$ cat config.mk
export PLATFORM = sky130hd
export DESIGN_NAME = spi_xfer_sequencer
export DESIGN_NICKNAME = d
export VERILOG_FILES = /design/src/rtl/spi_xfer_sequencer.sv
export SDC_FILE = /design/constraint.sdc
export NUM_CORES = 1
export LEC_CHECK = 0
export BUFFER_PORTS_ARGS = -buffer_cell sky130_fd_sc_hd__buf_2
export CORE_UTILIZATION = 29
export DETAILED_ROUTE_END_ITERATION = 8
export PLACE_DENSITY = 0.58
export SYNTH_ARGS = -nofsm -noshare
export SYNTH_HDL_FRONTEND = slang
export SYNTH_SLANG_ARGS = --single-unit
$ cat constraint.sdc
create_clock -name CLK -period 5.48 [get_ports CLK]
set_clock_uncertainty 0.2 [all_clocks]
set_input_delay 1.096 -clock CLK [delete_from_list [all_inputs] [get_ports CLK]]
set_output_delay 1.096 -clock CLK [all_outputs]
set_load 0.05 [all_outputs]
$ cat src/rtl/spi_xfer_sequencer.sv
// spi_xfer_sequencer
// Turns one host read/write request into a two-word frame (command word, then
// data word) on a 16-bit SPI master word engine. It handshakes with the master
// through Go/Busy, captures Rx_word for reads and returns a one-cycle Done
// pulse. Err is set alongside Done if a per-word watchdog expires.
//
// Ports
//   CLK, RST          clock, asynchronous active-high reset
//   Req, Wr, Addr,    host request; Wr/Addr/Wdata are captured with Req,
//   Wdata             and Req is sampled only while idle
//   Ready             high only while idle
//   Done, Err         one-cycle completion pulse; Err=1 means watchdog expiry
//   Rdata             read data, valid from Done until the next read's Done
//   Go, Tx_word       to the master
//   Busy, Rx_word     from the master (Busy is synchronous to CLK)
module spi_xfer_sequencer #(
    parameter int unsigned ADDR_W    = 15,
    parameter int unsigned TO_CYCLES = 1023,
    parameter logic [15:0] RD_DUMMY  = 16'h0000
) (
    input  logic              CLK,
    input  logic              RST,
    input  logic              Req,
    input  logic              Wr,
    input  logic [ADDR_W-1:0] Addr,
    input  logic [15:0]       Wdata,
    output logic              Ready,
    output logic              Done,
    output logic              Err,
    output logic [15:0]       Rdata,
    output logic              Go,
    output logic [15:0]       Tx_word,
    input  logic              Busy,
    input  logic [15:0]       Rx_word
);

    localparam logic [9:0] WD_LIM = 10'(TO_CYCLES);

    typedef enum logic [2:0] {
        S_IDLE, S_C_GO, S_C_WAIT, S_GAP, S_D_GO, S_D_WAIT, S_DONE
    } state_t;

    state_t      state_q, state_d;
    logic        wr_q, wr_d;
    logic [14:0] addr_q, addr_d;
    logic [15:0] wdata_q, wdata_d;
    logic [9:0]  wd_q, wd_d;
    logic        ready_q, ready_d;
    logic        done_q, done_d;
    logic        err_q, err_d;
    logic [15:0] rdata_q, rdata_d;
    logic        go_q, go_d;
    logic [15:0] tx_q, tx_d;

    logic        wd_hit;
    assign wd_hit = (wd_q == WD_LIM);

    always_ff @(posedge CLK or posedge RST) begin
        if (RST) begin
            state_q <= S_IDLE;
            wr_q    <= 1'b0;
            addr_q  <= '0;
            wdata_q <= '0;
            wd_q    <= '0;
            ready_q <= 1'b1;
            done_q  <= 1'b0;
            err_q   <= 1'b0;
            rdata_q <= '0;
            go_q    <= 1'b0;
            tx_q    <= '0;
        end else begin
            state_q <= state_d;
            wr_q    <= wr_d;
            addr_q  <= addr_d;
            wdata_q <= wdata_d;
            wd_q    <= wd_d;
            ready_q <= ready_d;
            done_q  <= done_d;
            err_q   <= err_d;
            rdata_q <= rdata_d;
            go_q    <= go_d;
            tx_q    <= tx_d;
        end
    end

    // Every output is a register, so the values computed here appear one
    // cycle later: Go rises the cycle after a *_GO state is entered, which is
    // what keeps Tx_word loaded one cycle ahead of Go.
    always_comb begin
        state_d = state_q;
        wr_d    = wr_q;
        addr_d  = addr_q;
        wdata_d = wdata_q;
        wd_d    = '0;
        done_d  = 1'b0;
        err_d   = 1'b0;
        rdata_d = rdata_q;
        go_d    = 1'b0;
        tx_d    = tx_q;

        unique case (state_q)
            S_IDLE: begin
                if (Req) begin
                    wr_d    = Wr;
                    addr_d  = 15'(Addr);
                    wdata_d = Wdata;
                    tx_d    = {Wr, 15'(Addr)};
                    state_d = S_C_GO;
                end
            end
            S_C_GO, S_D_GO: begin
                wd_d = wd_q + 10'd1;
                if (wd_hit) begin
                    done_d  = 1'b1;
                    err_d   = 1'b1;
                    state_d = S_DONE;
                end else if (Busy) begin
                    // Master has taken the word; drop Go and wait for it to finish.
                    state_d = (state_q == S_C_GO) ? S_C_WAIT : S_D_WAIT;
                end else begin
                    go_d = 1'b1;
                end
            end
            S_C_WAIT: begin
                wd_d = wd_q + 10'd1;
                if (wd_hit) begin
                    done_d  = 1'b1;
                    err_d   = 1'b1;
                    state_d = S_DONE;
                end else if (!Busy) begin
                    state_d = S_GAP;
                end
            end
            S_GAP: begin
                // Master is in its finish cycle here and would ignore Go.
                tx_d    = wr_q ? wdata_q : RD_DUMMY;
                state_d = S_D_GO;
            end
            S_D_WAIT: begin
                wd_d = wd_q + 10'd1;
                if (wd_hit) begin
                    done_d  = 1'b1;
                    err_d   = 1'b1;
                    state_d = S_DONE;
                end else if (!Busy) begin
                    done_d  = 1'b1;
                    state_d = S_DONE;
                    if (!wr_q) rdata_d = Rx_word;
                end
            end
            S_DONE: begin
                state_d = S_IDLE;
            end
            default: begin
                state_d = S_IDLE;
            end
        endcase

        ready_d = (state_d == S_IDLE);
    end

    assign Ready   = ready_q;
    assign Done    = done_q;
    assign Err     = err_q;
    assign Rdata   = rdata_q;
    assign Go      = go_q;
    assign Tx_word = tx_q;

endmodule

After elaboration in Yosys (flattened, before gate mapping)
Index checks and enable logic that the tools add are counted.

storage, ports and cells
  register bits = 66
  bits of input ports = 52
  output and inout bits = 36
  logic and storage cells = 50

cells by class
  add/sub/neg operators = 1
  eq/ne operators = 7
  multiplexer cells = 20
  bitwise logic cells = 3
  reductions and logical operators = 9

operator list
  operator               number
  $mux 16                2
  $pmux 16 s2            1
  $mux 3                 8
  $pmux 3 s5             1
  $add 10x1->10 const B  1
  $eq 10x10->1 const B   1
  $mux 10                1
  $eq 3x2->1 const B     2
  $eq 3x3->1 const B     2
  $logic_not 3->1        2
  $mux 1                 6
  $reduce_and 2->1       2
  $reduce_and 4->1       1
  $reduce_or 4->1        1
  $eq 3x1->1 const B     1
  $not 1->1              3
  $reduce_or 3->1        1
  $ne 2x2->1 const B     1
  $pmux 1 s2             1
  $reduce_bool 2->1      1
  $reduce_or 2->1        1

Longest topological paths before layout
Gate-level depths: netlist of the first run.

  depth in word-level cells = 6
  depth in mapped cells = 7
  depth with buffers taken out = 5

Worst setup path after synthesis of the first run
Ideal clock, no wire load.

  path type = input port to flip-flop
  start point = input port Req
  end point = register tx_q[0] (netlist: Tx_word[0])
  library setup time = 127 ps
  arrival = 2081 ps
  data required time = 5153 ps
  path slack = 3072 ps
  stages = 5
  path buffers = 1
  cell sequence = or3b_1 -> a21o_1 -> buf_6 -> a222oi_1 -> inv_1

between the ends
  longest elaborated chain between the ends = 2

RTL lines
  element                            RTL line  source
  from (decl)                        23        input logic Req,
  $ne 2x2->1 (no source line)        -
  $reduce_and 2->1 (no source line)  -
  to (signal assigned)               82        tx_q <= tx_d;
  to (decl)                          53        logic [15:0] tx_q, tx_d;

No other way between the ends.
A chain may end at the register's enable or synchronous reset.

Worst setup path after layout of the first run
  start point = register ready_q (netlist: Ready)
  end point = output port Ready

RTL lines
  element                 RTL line  source
  from (decl)             48        logic ready_q, ready_d;
  from (signal assigned)  77        ready_q <= ready_d;
  to (decl)               27        output logic Ready,

No word-level cell between the ends.

==> results of run 1 <==
[report_power, final]
| part | switching, mW | internal (mW) | total (mW) |
|---|---|---|---|
| registers | 0.135 | 0.695 | 0.830 |
| clock network | 0.183 | 0.307 | 0.490 |
| logic | 0.665 | 0.334 | 0.999 |
| total | 0.982 | 1.34 | 2.32 |
[layer usage]
metal | track usage, % | routed length (µm) | part of all wire [%]
met3 | 4.53 | 341 | 6.1
met5 | 0 | 0 | 0
met2 | 19.3 | 2710 | 49
met4 | 3.68 | 43 | 0.77
met1 | 14.9 | 2480 | 44
[how the worst max path moves through the flow]
stage / slack (ns) / to / from
after global placement: 2.80 / Tx_word[11] / Req
after detailed placement: 2.77 / Tx_word[9] / Req
after CTS: 3.06 / Ready / Ready
final: 3.09 / Ready / Ready
after global routing: 2.93 / Tx_word[10] / state_q[1]
after floorplan: 2.53 / Done / RST
[cells in the mapped netlist, types with 2 or more instances]
master / count
dfrtp_1: 65
nor4_1: 2
o21ai_0: 4
inv_1: 20
nor3_1: 2
a222oi_1: 16
mux2_4: 10
buf_4: 2
nor2_1: 12
clkbuf_1: 2
nand3_1: 2
and3_1: 2
buf_2: 4
nand2_1: 6
xnor2_1: 7
nand4_1: 2
mux2_2: 23
xor2_1: 4
nor2b_1: 3
buf_6: 2
[stage by stage]
step | utilization [%] | instances | cell area [µm²] | power, mW | setup slack, ns
CTS | 38.5 | 432 | 3590 | 2.35 | 3.06
finish | 38.5 | 432 | 3590 | 2.32 | 3.09
global route | 38.5 | 432 | 3590 | 2.46 | 2.93
detailed placement | 35.9 | 416 | 3350 | 1.85 | 2.77
global placement | 35.9 | 416 | 3350 | 1.83 | 2.80
floorplan | - | 208 | 2810 | 1.64 | 2.53
[cell families (layout without fill, tap and decap cells)]
family                     Yosys count  count (layout)  share of synthesized area [%]
buffers and inverters               31             126                           5.53
muxes                               33              33                           14.6
and+or+nand+nor                     40              40                           9.09
DFF                                 66              66                           58.9
AOI/OAI and AO/OA                   25              25                           7.71
adders and majority gates            2               2                          0.802
xor gates and xnor gates            11              11                           3.43
[registers in the layout, indices dropped and copies added (netlist names)]
name and flops:
Tx_word 16, Go 1, Done 1, Ready 1, wdata_q 16, Rdata 16
state_q 3, Err 1, wd_q 10, wr_q 1
[area by class of cell]
class,instances,area (µm²)
Clock buffer,13,179
Inverter,20,75.1
Sequential cell,66,1650
Clock inverter,3,68.8
Timing Repair Buffer,90,458
Multi-Input combinational cell,111,1000
Fill cell,912,5730
Tap cell,129,161
[cells in the final DEF, fill, tap and decap left out]
master     netlist  final
xnor2_1          7      7
inv_2            0      1
nor3_1           2      2
nor3_4           1      1
nand3_1          2      2
xor2_1           4      4
ha_1             1      1
maj3_1           1      1
nor2b_1          3      3
buf_4            2      3
and3_1           2      2
nor4_4           1      1
mux2_2          23     23
and2b_1          1      1
nand2_1          6      6
a21o_1           1      1
inv_1           20     19
o21ai_0          4      4
nor3b_1          1      1
buf_2            4     87
dfrtp_1         65     65
mux2_4          10     10
o21a_1           1      1
nand4_4          1      1
a222oi_1        16     16
nor2_1          12     12
nor3b_2          1      1
or3b_1           1      1
o211ai_1         1      1
nand3b_1         1      1
o21bai_1         1      1
nand4_1          2      2
clkinv_4         0      1
and4_1           1      1
a31oi_1          1      1
dfstp_2          1      1
bufinv_16        0      2
clkbuf_8         0     13
nor4_1           2      2
==> qor.yml, run 1 <==
timing.rr.end: "Tx_word[10]"
synth_area_um2: 2810
drive_gt1_share_pct: 47.9
syn_inst: 208
hold_depth: 2
die_area_um2: 10100
ys.flop_type: "dfrtp_1"
place.gp.congestion: 0.657
maxCapViolCount: 0
initial_core_util_pct: 30.1
viasPerCell: 4.47
area_growth_pct: 28.0
tns_ns: 0
cts_sinks: 66
fp-row-count: 35
drv_slew: 0
diodes: 0
synth_fp_nets: 261
root_buffer: "clkbuf_8"
cts_resized: 0
wirelength_um: 5580
clock_latency_ns: 0.33
startpoint_type: "flop"
htree_levels: 3
arrival_ns: 1.09
postCtsHoldBufs: 0
pin_count: 88
synth_area_leader_cell: "dfrtp_1"
synthArstFlopShare_pct: 100
cts_tree: "built"
end_kind: "primary output"
path_cells: "buf_2"
drc: 0
dr.pass1.iters: 5
synth.distinct_cells: 38
grt_pass1_vias: 1953
io_buffer_count: 87
path_clk_slew_ns: 0.07
path_depth: 1
grt_max_degree: 67
holdWs_ns: 0.286
cp.required_ns: 4.18
peakVddDrop_uv: 306
die_h_um: 100
r2r_start: "state_q[1]"
postSynthAreaPerCell_um2: 13.5
period_share_pct: 43.6
finalHoldViolCount: 0
vias: 1931
post_cts_buffers: 0
track_usage_pct: 12.0
critPathSlowestCell: "dfstp_2"
die_w_um: 100
ys_ff_latch: 66
timing.fmax_mhz: 418
cp_num_buf_inv: 1
cts_buffers: 9
synth_edf_count: 0
rsz0062_at_grt: "false"
setup_violations: 0
grt_pass1_wl_um: 9350
nets: 351
overflow: 0
ys.warnings.count: 0
status: "complete, no violations"
max_stage_delay_ns: 0.52
synth_seq_area_share_pct: 58.9
max_slew_margin_pct: 28.1
dp_hpwl_um: 3760
reg2regPathDepth: 4
crit_family: "flip-flops"
min_period_ns: 2.39
worst_pin_slew_ns: 1.07
critPathKind: "reg -> out"
min_to: "Tx_word[11]"
cp_max_fo: 1
hold_class: "reg -> reg"
yosysTopAreaCellShare_pct: 57.9
power.density_nw_per_um2: 645
core_area_um2: 9330
synth_area_leaders: "dfrtp_1, mux2_2, a222oi_1, mux2_4, inv_1"
wire_per_inst_um: 12.9
clock_path_buffers: 2
hp-start: "wdata_q[11]"
p_leak_nw: 1.81
grt_antenna_before_repair: 0
reg2reg_slack_ns: 3.18
postRouteAntennaNets: 0
first_iter_violations: 139
No activity file was read; power rests on OpenSTA's default activity.
==> inputs of run 2 (changes only) <==
==> constraint.sdc (replaced) <==
create_clock -name CLK -period 2.4 [get_ports CLK]
set_clock_uncertainty 0.2 [all_clocks]
set_input_delay 0.48 -clock CLK [delete_from_list [all_inputs] [get_ports CLK]]
set_output_delay 0.48 -clock CLK [all_outputs]
set_load 0.05 [all_outputs]
==> qor.yml, run 2 (synthesis gave the netlist of run 1 again) <==
status: "complete, no violations"
final_common_cell: "buf_2"
fp-row-count: 35
critPathKind: "reg -> reg"
cp.required_ns: 2.42
drive_gt1_share_pct: 48.9
grt_pass1_vias: 1973
hold_class: "in -> reg"
core_area_um2: 9330
cts_buffers: 9
drv_slew: 0
power_mw: 5.22
top_layer: "met4"
worst_pin_slew_ns: 0.627
viasPerCell: 4.58
root_buffer: "clkbuf_8"
cts_tree: "built"
overflow: 0
peakVddDrop_uv: 493
met3WireLength_um: 372
period_share_pct: 82.7
cp_max_fo: 16
initial_core_util_pct: 30.1
clock_latency_ns: 0.34
min_period_ns: 1.98
die_area_um2: 10100
finalHoldViolCount: 0
clock_path_buffers: 2
startpoint_type: "flop"
vias: 2015
dp_hpwl_um: 3950
wl_met2_um: 2630
p_leak_nw: 1.84
setup.worst_path.start: "wd_q[0]"
comb_power_share_pct: 46.5
hp-start: "Rx_word[5]"
maxCapViolCount: 0
arrival_ns: 2.00
place.gp.congestion: 0.678
dr.pass1.iters: 5
die_w_um: 100
postRouteAntennaNets: 0
end_kind: "flop"
power_frac_clock_pct: 18.0
wire_per_inst_um: 12.7
timing.fmax_mhz: 504
max_slew_margin_pct: 58.2
area_growth_pct: 30.0
r2r_start: "wd_q[0]"
setup_violations: 0
grt_max_degree: 42
io_buffer_count: 87
sequentialPowerShare_pct: 35.5
htree_levels: 3
final_cell_mix: "buf_2, dfrtp_1, mux2_2"
nets: 359
power.switching_mw: 2.27
diodes: 0
switching_share_pct: 43.6
power.density_nw_per_um2: 1430
path_clk_slew_ns: 0.08
grt_antenna_before_repair: 0
pin_count: 88
grt_pass1_wl_um: 9490
m1WireLength_um: 2490
cts_sinks: 66
die_h_um: 100
drc: 0
rsz0062_at_grt: "false"
track_usage_pct: 12.3
power.internal_mw: 2.94
tns_ns: 0
first_iter_violations: 104
wirelength_um: 5590
==> run 2: area by class of cell <==
type                            instances  area, µm²
Sequential cell                        66       1650
Tap cell                              129        161
Fill cell                             910       5680
Inverter                               20       75.1
Clock inverter                          6       65.1
Clock buffer                           10        138
Timing Repair Buffer                   98        558
Multi-Input combinational cell        111       1000
==> run 2: power by group through the flow <==
| stage | registers, mW | logic [mW] | clock network [mW] |
|---|---|---|---|
| after global placement | 1.86 | 2.41 | 0 |
| after global routing | 1.92 | 2.61 | 1.04 |
| after floorplan | 2.78 | 0.964 | 0 |
| final | 1.85 | 2.42 | 0.937 |
| after detailed placement | 1.87 | 2.46 | 0 |
| after CTS | 1.86 | 2.46 | 0.978 |
==> run 2: critical path: stages, from the launching register on <==
cell,delay [ns]
dfrtp_1,0.41
ha_1,0.24
nand4_1,0.17
nor3_4,0.09
nor4_4,0.19
buf_12,0.20
mux2_2,0.34
==> run 2: path summary, 6_finish.rpt <==
path	endpoint	slack, ns	cells after the start
max	Rdata[14]	0.42	6
min	Rdata[5]	0.16	2
max reg2reg	Rdata[14]	0.42	6
min reg2reg	Tx_word[7]	0.28	2
max in group asynchronous	Tx_word[2]	1.17	4
min in group asynchronous	Rdata[4]	0.52	4
==> run 2: layer usage <==
layer	up-vias	track usage (%)
met5	-	0
met4	0	6.35
met3	11	3.55
met2	74	19.2
met1	993	15.6
li1	937	-
==> run 2: timing repair <==
action / CTS / global route
hold endpoints to repair: 40 / 0
setup buffers: 0 / 0
hold buffers: 1 / 0
gates resized for setup: 0 / 0
==> run 2: metrics by stage <==
step | std cells | utilization, % | setup slack [ns] | instance area [µm²] | hold slack [ns]
after floorplan | 208 | - | 0.0668 | 2810 | 0.248
after global placement | 423 | 36.8 | 0.341 | 3440 | 0.268
after detailed placement | 423 | 36.8 | 0.254 | 3440 | 0.272
after CTS | 440 | 39.1 | 0.400 | 3650 | 0.139
after global routing | 440 | 39.1 | 0.308 | 3650 | 0.143
final | 440 | 39.1 | 0.416 | 3650 | 0.164
